**config.mk**
```make
export PLATFORM = sky130hd
export DESIGN_NAME = scan_sequencer
export DESIGN_NICKNAME = d
export VERILOG_FILES = /design/src/rtl/scan_pkg.sv /design/src/rtl/dwell_counter.sv /design/src/rtl/scan_sequencer.sv
export SDC_FILE = /design/constraint.sdc
export NUM_CORES = 1
export LEC_CHECK = 0
export ABC_AREA = 1
export CORE_MARGIN = 2
export CORE_UTILIZATION = 40
export CTS_CLUSTER_DIAMETER = 120
export CTS_CLUSTER_SIZE = 14
export DETAILED_ROUTE_END_ITERATION = 12
export PLACE_DENSITY = 0.63
export SLEW_MARGIN = 20
export SYNTH_ARGS = -nofsm -noshare
export SYNTH_HDL_FRONTEND = slang
export SYNTH_SLANG_ARGS = --single-unit
```
**constraint.sdc**
```tcl
create_clock -name clk -period 2.04 [get_ports clk]
set_input_delay 0.408 -clock clk [delete_from_list [all_inputs] [get_ports clk]]
set_output_delay 0.408 -clock clk [all_outputs]
set_load 0.05 [all_outputs]
```
**src/rtl/scan_pkg.sv**
```systemverilog
// Shared state encoding and default parameters for the scan sequencer.
package scan_pkg;

  localparam int SEL_W_DEF   = 3;
  localparam int DWELL_W_DEF = 4;

  typedef enum logic {
    S_IDLE = 1'b0,
    S_RUN  = 1'b1
  } state_e;

endpackage

```
**src/rtl/dwell_counter.sv**
```systemverilog
// Loadable down-counter that times how long each select index is held.
module dwell_counter #(
  parameter int W = 4
) (
  input  logic         clk,
  input  logic         rst,
  input  logic         load,
  input  logic [W-1:0] load_val,
  input  logic         dec,
  output logic         zero
);

  logic [W-1:0] cnt_q, cnt_d;

  always_comb begin
    cnt_d = cnt_q;
    if (load) begin
      cnt_d = load_val;
    end else if (dec && (cnt_q != '0)) begin
      cnt_d = cnt_q - 1'b1;
    end
  end

  always_ff @(posedge clk or posedge rst) begin
    if (rst) begin
      cnt_q <= '0;
    end else begin
      cnt_q <= cnt_d;
    end
  end

  assign zero = (cnt_q == '0);

endmodule

```
**src/rtl/scan_sequencer.sv**
```systemverilog
// Steps a select code through 0..max, holding each index dwell+1 cycles,
// in continuous or single-sweep mode.
module scan_sequencer
  import scan_pkg::*;
#(
  parameter int SEL_W   = SEL_W_DEF,
  parameter int DWELL_W = DWELL_W_DEF
) (
  input  logic               clk,
  input  logic               rst,
  input  logic               start,
  input  logic               stop,
  input  logic               mode,
  input  logic [DWELL_W-1:0] dwell,
  output logic [SEL_W-1:0]   sel,
  output logic               ena,
  output logic               busy,
  output logic               wrap,
  output logic               done
);

  localparam logic [SEL_W-1:0] SEL_MAX = '1;

  state_e           state_q, state_d;
  logic [SEL_W-1:0] sel_q, sel_d;
  logic             mode_q, mode_d;
  logic             wrap_q, wrap_d;
  logic             done_q, done_d;
  logic             cnt_load;
  logic             cnt_dec;
  logic             cnt_zero;

  dwell_counter #(.W(DWELL_W)) u_dwell (
    .clk      (clk),
    .rst      (rst),
    .load     (cnt_load),
    .load_val (dwell),
    .dec      (cnt_dec),
    .zero     (cnt_zero)
  );

  always_comb begin
    state_d  = state_q;
    sel_d    = sel_q;
    mode_d   = mode_q;
    wrap_d   = 1'b0;
    done_d   = 1'b0;
    cnt_load = 1'b0;
    cnt_dec  = 1'b0;
    case (state_q)
      S_IDLE: begin
        sel_d = '0;
        if (start && !stop) begin
          state_d  = S_RUN;
          mode_d   = mode;
          cnt_load = 1'b1;
        end
      end
      S_RUN: begin
        // stop outranks every index transition
        if (stop) begin
          state_d = S_IDLE;
          sel_d   = '0;
        end else if (!cnt_zero) begin
          cnt_dec = 1'b1;
        end else if (sel_q != SEL_MAX) begin
          sel_d    = sel_q + 1'b1;
          cnt_load = 1'b1;
        end else if (!mode_q) begin
          sel_d    = '0;
          wrap_d   = 1'b1;
          cnt_load = 1'b1;
        end else begin
          state_d = S_IDLE;
          sel_d   = '0;
          done_d  = 1'b1;
        end
      end
      default: begin
        state_d = S_IDLE;
        sel_d   = '0;
      end
    endcase
  end

  always_ff @(posedge clk or posedge rst) begin
    if (rst) begin
      state_q <= S_IDLE;
      sel_q   <= '0;
      mode_q  <= 1'b0;
      wrap_q  <= 1'b0;
      done_q  <= 1'b0;
    end else begin
      state_q <= state_d;
      sel_q   <= sel_d;
      mode_q  <= mode_d;
      wrap_q  <= wrap_d;
      done_q  <= done_d;
    end
  end

  assign sel  = sel_q;
  assign ena  = (state_q == S_RUN);
  assign busy = (state_q == S_RUN);
  assign wrap = wrap_q;
  assign done = done_q;

endmodule

```
### Word level (Yosys, flattened, before mapping)

Cells that the tools add are included.

* bits in registers: 11
* latch bits: 0
* bits in writable memories: 0
* memory bits (read-only): 0
* input port bits: 9
* output and inout bits: 7
* word-level logic and storage cells: 45
* memories: 0

* add/subtract/negate cells: 2
* multiply operators: 0
* div/mod/pow operators: 0
* order comparisons: 0
* equal/unequal tests: 2
* shift-type cells: 0
* multiplexer cells: 27
* bitwise logic cells: 1
* reduce and logical (&&, ||, !) cells: 7

Operators with widths (number)
* two-way mux 1 bit: 19
* two-way mux 3 bit: 3
* two-way mux 4 bit: 2
* case mux 3 bit (2 select lines): 1
* logical NOT 4 bit: 1
* case mux 1 bit (2 select lines): 2
* nonzero test 4 bit: 1
* subtractor 4 x 1 -> 4 bit (second input constant): 1
* adder 3 x 1 -> 3 bit (second input constant): 1
* inequality test 3 x 2 -> 1 bit (second input constant): 1
* inequality test 3 bit (second input constant): 1
* logical AND 1 bit: 2
* AND reduction 2 bit: 1
* nonzero test 2 bit: 1
* logical NOT 1 bit: 1
* NOT 1 bit: 1

### Logic depth before layout (Yosys ltp)

* word-level depth: 7
* gate-level depth with buffers: 9
* mapped depth without buffers: 9

### Hierarchy

Synthesis repeated with hierarchy kept, for this count alone.

* cells, all modules: 90
* area total of the unflattened synthesis: 669.4 um^2

Modules (own cells, without submodules)
* scan_sequencer: times used 1, cells each 43, area each 370.4 um^2, sequential area each 175.2 um^2
* dwell_counter: times used 1, cells each 47, area each 299.0 um^2, sequential area each 100.1 um^2

### Worst setup path before layout

Ideal clock, no wire load.

* kind: register -> register
* start: register sel_q[0] (netlist: sel[0])
* end: register u_dwell.cnt_q[0]
* setup time: 0.116 ns
* arrival: 1.620 ns
* required time: 1.924 ns
* setup slack: 0.304 ns
* cell stages (with the launch flop): 9
* path buffers: 0
* period minus slack after synthesis: 1.736 ns
* cells stage by stage: dfrtp_1 ha_1 ha_1 nand2_1 nand3_2 o21ai_1 nand2_1 nand2_1 nand2_1

* cells in the longest elaborated chain, start to end: 6
* elaborated cells on any way between the ends: 7
* classes of those cells: eq/ne (1); mux (5); reduce/logical (1)

Ends and longest elaborated chain
* start: declaration: RTL line scan_sequencer.sv:25 `logic [SEL_W-1:0] sel_q, sel_d;`
* start signal: assignment: RTL line scan_sequencer.sv:95 `sel_q <= sel_d;`
* inequality test 3 bit (*): RTL line scan_sequencer.sv:66 `end else if (sel_q != SEL_MAX) begin`
* two-way mux 1 bit (*): RTL line scan_sequencer.sv:66
* two-way mux 1 bit (*): RTL line scan_sequencer.sv:64 `end else if (!cnt_zero) begin`
* two-way mux 1 bit (*): RTL line scan_sequencer.sv:61 `if (stop) begin`
* case mux 1 bit (2 select lines) (*): RTL line scan_sequencer.sv:50 `case (state_q)`
* two-way mux 4 bit or nonzero test 2 bit (tied branches)
* end signal: assignment: RTL line dwell_counter.sv:28 `cnt_q <= cnt_d;`
* end: declaration: RTL line dwell_counter.sv:13 `logic [W-1:0] cnt_q, cnt_d;`

Mark *: on every way between the ends. The rest lies on a longest branch, timed or not.
A chain may end at the register's enable or synchronous reset.

### Worst setup path in the final report

* start: register sel_q[0] (netlist: sel[0])
* end: output sel[0]

RTL lines
* end: declaration: RTL line scan_sequencer.sv:15 `output logic [SEL_W-1:0] sel,`

No word-level cell between the ends.

==> results.yml <==
run:
  max-cap-violations: 0
yosys:
  synth_top_area_share_pct: 39.6
  ys_ff_latch: 11
  synth_top_cell_by_area: "dfrtp_1"
  netlist-cell-type-count: 18
  netlist_area_sq_um: 696
  yosys-top-cells-area: "dfrtp_1 (40%), nand2_1 (9.2%), nand2_4 (8.1%)"
  yosys_warnings: 0
  syn-num-nets: 90
  synthCells: 78
  avgSynthCellArea_sq_um: 8.92
  yosysSeqAreaShare_pct: 39.6
timing:
  clock.fmax_mhz: 526
  fin_worst_skew_ns: 0.000674
  drv_slew: 0
  worst_pin_slew_ns: 0.498
  tns_ns: 0
  period_share_pct: 93.2
  relSlewSlack_pct: 66.7
  period_needed_ns: 1.90
  hold_viol_final: 0
  setup_violations: 0
  rsz0062_at_grt: "no"
clock_network:
  cts_resized: 0
  ctsHoldBuffers: 0
  clk_latency_ns: 0.26
  cts-htree-levels: 1
  cts_root_buffer: "clkbuf_4"
  cts_buffers: 3
  path_clk_slew_ns: 0.07
  post-cts-setup-buffers: 0
  clockBufferDepth: 2
  cts_tree: "yes"
  cts.sinks: 11
critical_path:
  cp-start-kind: "flop"
  path_buf_inv: 1
  worstSetupPathType: "reg -> out"
  critPathTopFamily: "buffers and inverters"
  worstPathRequired_ns: 1.63
  cp-end-kind: "output pin"
  reg2reg_depth: 8
  slowest_delay_ns: 0.82
  cp_slowest_cell: "clkdlybuf4s50_1"
  arrival_ns: 1.49
  crit_fanout: 4
  worstSetupPathDepth: 1
  worstPathCellList: "clkdlybuf4s50_1"
status:
  status: "finished, final reports clean"
place:
  place_congestion: 0.727
  dp.cells: 109
  dpl.hpwl_um: 953
  port_buffers: 15
global_route:
  antenna_found_initial: 0
  grt_pass1_vias: 462
  grt_max_degree: 12
  track_usage_pct: 13.0
  gr-total-overflow: 0
  grt_first_pass_wirelength_um: 1970
die:
  rows: 15
  io_pins: 16
  core_sq_um: 1690
  die_h_um: 45.7
  die_area_sq_um: 2090
  dieWidth_um: 45.7
  initial_utilization_pct: 41.2
layout:
  final_cell_mix: "nand2_1 (17), clkdlybuf4s50_1 (15), inv_1 (11), nand3_1 (11), dfrtp_1 (11)"
  utilization_pct: 52.4
  nets: 109
  n_fill_cell: 150
  drive_above_1_share_pct: 18.8
  stdcell_count: 113
  mostFrequentLayoutCell: "nand2_1"
  diodes: 0
  syn_to_final_growth_pct: 27.3
routing:
  ant_nets: 0
  dr.pass1.iters: 4
  drcViolationCount: 0
  first_iter_violations: 7
  avgRoutedWirePerCell_um: 10.9
  routed_wl_um: 1230
  vias: 543
  via_per_inst: 4.81
min_path:
  holdCritPathClass: "in -> async"
power_and_ir_drop:
  p_leak_nw: 0.437
  power.total_mw: 1.00
  vdd_drop_max_mv: 0.515
  pwr_density_cell_nw_per_um2: 1130
==> metal layers <==
| layer | track usage [%] | wire length [um] | vias to the layer above |
|---|---|---|---|
| li1 | - | - | 286 |
| met1 | 19.6 | 649 | 246 |
| met2 | 19.2 | 544 | 11 |
| met3 | 1.19 | 34 | 0 |
| met4 | 5.14 | 0 | 0 |
| met5 | 0 | 0 | - |
==> cell usage after synthesis <==
master   count
dfrtp_1     11
nand3_1     11
buf_4        1
inv_2        2
o21ai_0      1
a21oi_1      1
nand3_4      2
nand3_2      2
nor2_1       2
o31ai_2      1
o21ai_1      4
nor2_4       2
ha_1         3
nor3b_2      1
nand2_4      5
inv_1       11
nand2_1     17
mux2_1       1
==> worst paths after layout <==
check                      startpoint          endpoint  slack, ns
setup / recovery               sel[0]            sel[0]       0.14
hold / removal                    rst            sel[2]       0.44
setup reg to reg               sel[0]  u_dwell.cnt_q[2]       0.43
hold reg to reg                mode_q              wrap       0.47
max in group asynchronous         rst  u_dwell.cnt_q[1]       1.30
min in group clk               mode_q              wrap       0.47
==> area by class of cell <==
class                   instances  area (sq um)  area share [%]
inverters                      13          48.8            5.51
multi-input cells              53           364            41.1
flip-flops and latches         11           275            31.1
clock buffers                   4          26.3            2.97
repair buffers                 15           150            16.9
well taps                      17          21.3            2.40
==> kinds of logic (layout without fill, tap and decap cells) <==
family	Yosys count	after routing	synth area share, %
fa+ha+maj	3	3	5.40
compound gates	7	7	6.11
mux	1	1	1.62
buf+inv	14	32	8.09
flops	11	11	39.6
simple gates	42	42	39.2
==> state kept, by name (all words and copies together) (netlist names) <==
| register | cells |
|---|---|
| wrap | 1 |
| done | 1 |
| busy | 1 |
| u_dwell.cnt_q | 4 |
| sel | 3 |
| mode_q | 1 |
==> power breakdown <==
part / switching, mW / total (mW) / internal [mW] / leakage (nW)
combinational: 0.320 / 0.507 / 0.187 / 0.282
sequential: 0.0651 / 0.346 / 0.281 / 0.140
clock: 0.0721 / 0.147 / 0.0754 / 0.0150
total: 0.457 / 1.00 / 0.543 / 0.437
==> stage by stage <==
step / hold slack [ns] / setup WS (ns) / instance area [sq um]
3_5_place_dp: 0.462 / 0.378 / 860
6_report: 0.438 / 0.139 / 886
5_1_grt: 0.509 / 0.0995 / 886
2_1_floorplan: 0.260 / 0.304 / 696
3_3_place_gp: 0.451 / 0.395 / 860
4_1_cts: 0.459 / 0.124 / 886
Note: power is estimated with default switching activity, not from simulation.
==> variant 1 (config.mk and constraints unchanged) <==
Reset style: synchronous (`rst`), changed in 2 clocked blocks.
--- a/src/rtl/dwell_counter.sv
+++ b/src/rtl/dwell_counter.sv
@@ -21,7 +21,7 @@
     end
   end
 
-  always_ff @(posedge clk or posedge rst) begin
+  always_ff @(posedge clk) begin
     if (rst) begin
       cnt_q <= '0;
     end else begin
--- a/src/rtl/scan_sequencer.sv
+++ b/src/rtl/scan_sequencer.sv
@@ -83,7 +83,7 @@
     endcase
   end
 
-  always_ff @(posedge clk or posedge rst) begin
+  always_ff @(posedge clk) begin
     if (rst) begin
       state_q <= S_IDLE;
       sel_q   <= '0;
Check against the original RTL: differs if rst is asserted again (counterexample within 4 cycles, from zero or initial values and one cycle with rst high); with rst held inactive, the same outputs for 10 cycles.
==> variant 1 against the unedited design <==
  * Setup slack gained 0.0035 ns
  * Sequential cell count unchanged
  * Wire length is 5.6% higher
  * Die area is 14% lower
  * Final area fell by 12%
  * Synthesized area shrank 15%
  * Highest routed layer is now met4
Power is not compared: it rests on default switching activity, and its combinational part moved more than twofold at a synthesized area within 25%.
==> variant 1: results (changes against the unedited design) <==
fraction of the mapped netlist area in adder cells=6.34% (+0.95 points); Synth Net Count=90 (unchanged); min-delay worst type=flop to flop; final setup vio count=0 (unchanged); grt met3 use=7.33% (+6.1 points); Final Skew=0.00510 ns (+0.00442 ns); status=finished clean; ys async rst share=0% (-100 points); Avg Cell Area, Syn=7.59 sq um (-15%); ys flop type=dfxtp_1; highest routed metal layer=met4; Global Route met2 Usage=25.8% (+6.7 points); synth cell count leaders=nand2_1, dfxtp_1, inv_1; met1 usage in global routing=20.3% (+0.71 points); RD Place Congestion=0.798 (+9.8%); Antenna diodes=0 (unchanged); vias in the first global route=539 (+17%); Synth Area in Compound Gates=6.34% (+0.23 points); Area contributors post-synth=dfxtp_1, nand2_1, nand3_1; DP Area=753 sq um (-12%); worst setup path start=busy; GRT Total Usage=16.9% (+3.9 points); drt initial violations=17 (+10); Met1 Wirelength=582 um (-10%); mux share of post-synthesis cell area=0% (-1.6 points); Critical R2R Launch=sel[0]; post-synth cell types=21 (+3); sequential fraction of the synthesis area=37.2% (-2.4 points); slew margin rel.=66.3% (-0.32 points); power consumption=492 uW; layout cells sized above 1=12.5% (-6.3 points); met3 WL=99 um (+190%); Finished Layout Cells=111 (-1.8%); most flop-heavy register=u_dwell.cnt_q; via count=564 (+3.9%); dpl ws=0.346 ns (-0.0326 ns)
-- variant 1: worst paths after layout --
| check | end | slack, ns | cells after the start |
|---|---|---|---|
| max reg2reg | u_dwell.cnt_q[0] | 0.59 | 9 |
| min reg2reg | wrap | 0.46 | 1 |
| min | wrap | 0.46 | 1 |
| max | ena | 0.14 | 1 |
-- variant 1: cell type report --
| type | count | area [sq um] |
|---|---|---|
| clock inverters | 1 | 5.00 |
| clock buffers | 3 | 22.5 |
| multi-input cells | 54 | 319 |
| fillers | 139 | 553 |
| flip-flops and latches | 11 | 220 |
| repair buffers | 15 | 150 |
| well taps | 15 | 18.8 |
| inverters | 12 | 45.0 |
-- variant 1: worst reg2reg max path, cell delays in order, from the launching register on --
cell and delay [ns]:
dfxtp_1 0.34, ha_1 0.22, ha_1 0.22, nand2_1 0.11, nand4_1 0.13, nand2_1 0.15
nand2_1 0.07, nand3_1 0.06, nand2_1 0.05, inv_1 0.05
==> variant 2 (same settings) <==
Without the edit above. Change the package constant `DWELL_W_DEF` from 4 to 3.
--- a/src/rtl/scan_pkg.sv
+++ b/src/rtl/scan_pkg.sv
@@ -2,7 +2,7 @@
 package scan_pkg;
 
   localparam int SEL_W_DEF   = 3;
-  localparam int DWELL_W_DEF = 4;
+  localparam int DWELL_W_DEF = 3;
 
   typedef enum logic {
     S_IDLE = 1'b0,
Ports: changed (resized dwell); port bits go from 16 to 15. No check against the original RTL was run, so the function may have changed too.
==> variant 2 against the unedited design <==
  * Global-route usage grew 0.23 points
  * Sequential cell count down 1
  * Worst hold slack got worse by 0.019 ns
  * Synthesized cell count fell by 21%
  * Sequential power fell by 14%
  * Sequential share of layout area is 2.8 points higher
  * Synthesized area decreased by 19%
  * Total power shrank 17%
  * Final area shrank 17%
  * Wire length fell by 18%
  * Register-to-register slack improved by 0.11 ns
  * Setup slack better by 0.015 ns
  * Cell count decreased by 18%
  * Largest power group unchanged
  * Highest routed layer is now met4
==> variant 2: results (changes against the unedited design) <==
status=finished clean; iteration count of the initial detailed-routing pass=3 (-1); Avg Cell Area, Syn=9.10 sq um (+2.0%); Leak=0.376 nW (-14%); ys async rst share=100% (unchanged); initial antenna violation count=0 (unchanged); vias per cell=4.77 (-0.65%); CTS root buf=clkbuf_4; post-synth cell types=16 (-2); Max VDD drop=535 uV (+4.0%); number of port buffers=14 (-1); Area contributors post-synth=dfrtp_1, nand2_1, ha_1; fill count=133 (-11%); Routed WL=1.01 mm (-18%); nets=92 (-16%); synth cell count leaders=nand2_1, dfrtp_1, inv_1; synth warn=0 (unchanged); sequential fraction of the synthesis area=44.3% (+4.8 points); placed cell count=90 (-17%); layout cells sized above 1=14.1% (-4.6 points); CTS H-tree lvls=1 (unchanged); cts bufs inserted=3 (unchanged); DP Area=716 sq um (-17%); vias in the first global route=414 (-10%); Final Skew=0.00205 ns (+0.00138 ns); dpl ws=0.411 ns (+0.0333 ns); min-delay worst type=input port to asynchronous set/reset pin; Worst Path Arrival=1.48 ns; CP delay by family, top=buffers and inverters; worst r2r path cells=8 (unchanged); slew margin rel.=67.1% (+0.41 points); GRT Total Usage=13.3% (+0.23 points); Synth Net Count=74 (-18%); CP max stage delay=0.82 ns (about the same); RD Place Congestion=0.743 (+2.3%); CTS resizes=0 (unchanged); CTS clk-pin slew, worst paths=0.06 ns; Final period util=92.5% (-0.71 points); hpwl dp=774 um (-19%); first-pass GRT wire length=1.70 mm (-14%); largest net degree at the start of global routing=11 (-1); drt initial violations=3 (-4); via count=444 (-18%)
-- variant 2: cell types whose count changed after synthesis, sizes merged, moves of 3 or more --
| cell | delta |
|---|---|
| nand3 | -5 |
| nand2 | -4 |
| o21ai | -4 |
| inv | -3 |
-- variant 2: area by class of cell --
type / count / area, sq um / share of cell area [%]
Multi-Input combinational cell: 41 / 269 / 36.4
Sequential cell: 10 / 250 / 33.9
Timing Repair Buffer: 14 / 140 / 19.0
Inverter: 10 / 37.5 / 5.08
Clock buffer: 3 / 22.5 / 3.05
Tap cell: 15 / 18.8 / 2.54
-- variant 2: path summary, 6_finish.rpt --
path	startpoint	to	slack, ns
min in group clk	mode_q	wrap	0.46
worst max register to register	sel[0]	u_dwell.cnt_q[1]	0.54
worst min register to register	mode_q	wrap	0.46
worst min-delay path	rst	wrap	0.42
max in group asynchronous	rst	busy	1.34
worst max-delay path	sel[0]	sel[0]	0.15
-- variant 2: per-layer routing --
layer  global-route usage, %  wire length (um)
met5                       0                 0
met4                    5.81                17
met1                    14.8               478
met3                    6.52                51
met2                    21.3               458
-- variant 2: logic make-up (layout without fill, tap and decap cells) --
kind of cell	after synthesis	count (layout)	synth area share (%)
buf+inv	11	27	7.98
compound gates	2	2	2.88
mux	1	1	2.00
flops	10	10	44.3
xor+xnor	1	1	1.55
fa+ha+maj	4	4	8.87
simple gates	33	33	32.4
-- variant 2: worst register-to-register path: cells and delay by family (launching register included) --
| kind | cells | cell delay (ns) |
|---|---|---|
| adders and majority gates | 2 | 0.42 |
| DFF | 1 | 0.41 |
| and+or+nand+nor | 6 | 0.56 |
-- variant 2: power by group --
part,internal (mW),switching [mW]
logic,0.155,0.247
clock network,0.0681,0.0652
registers,0.249,0.0500
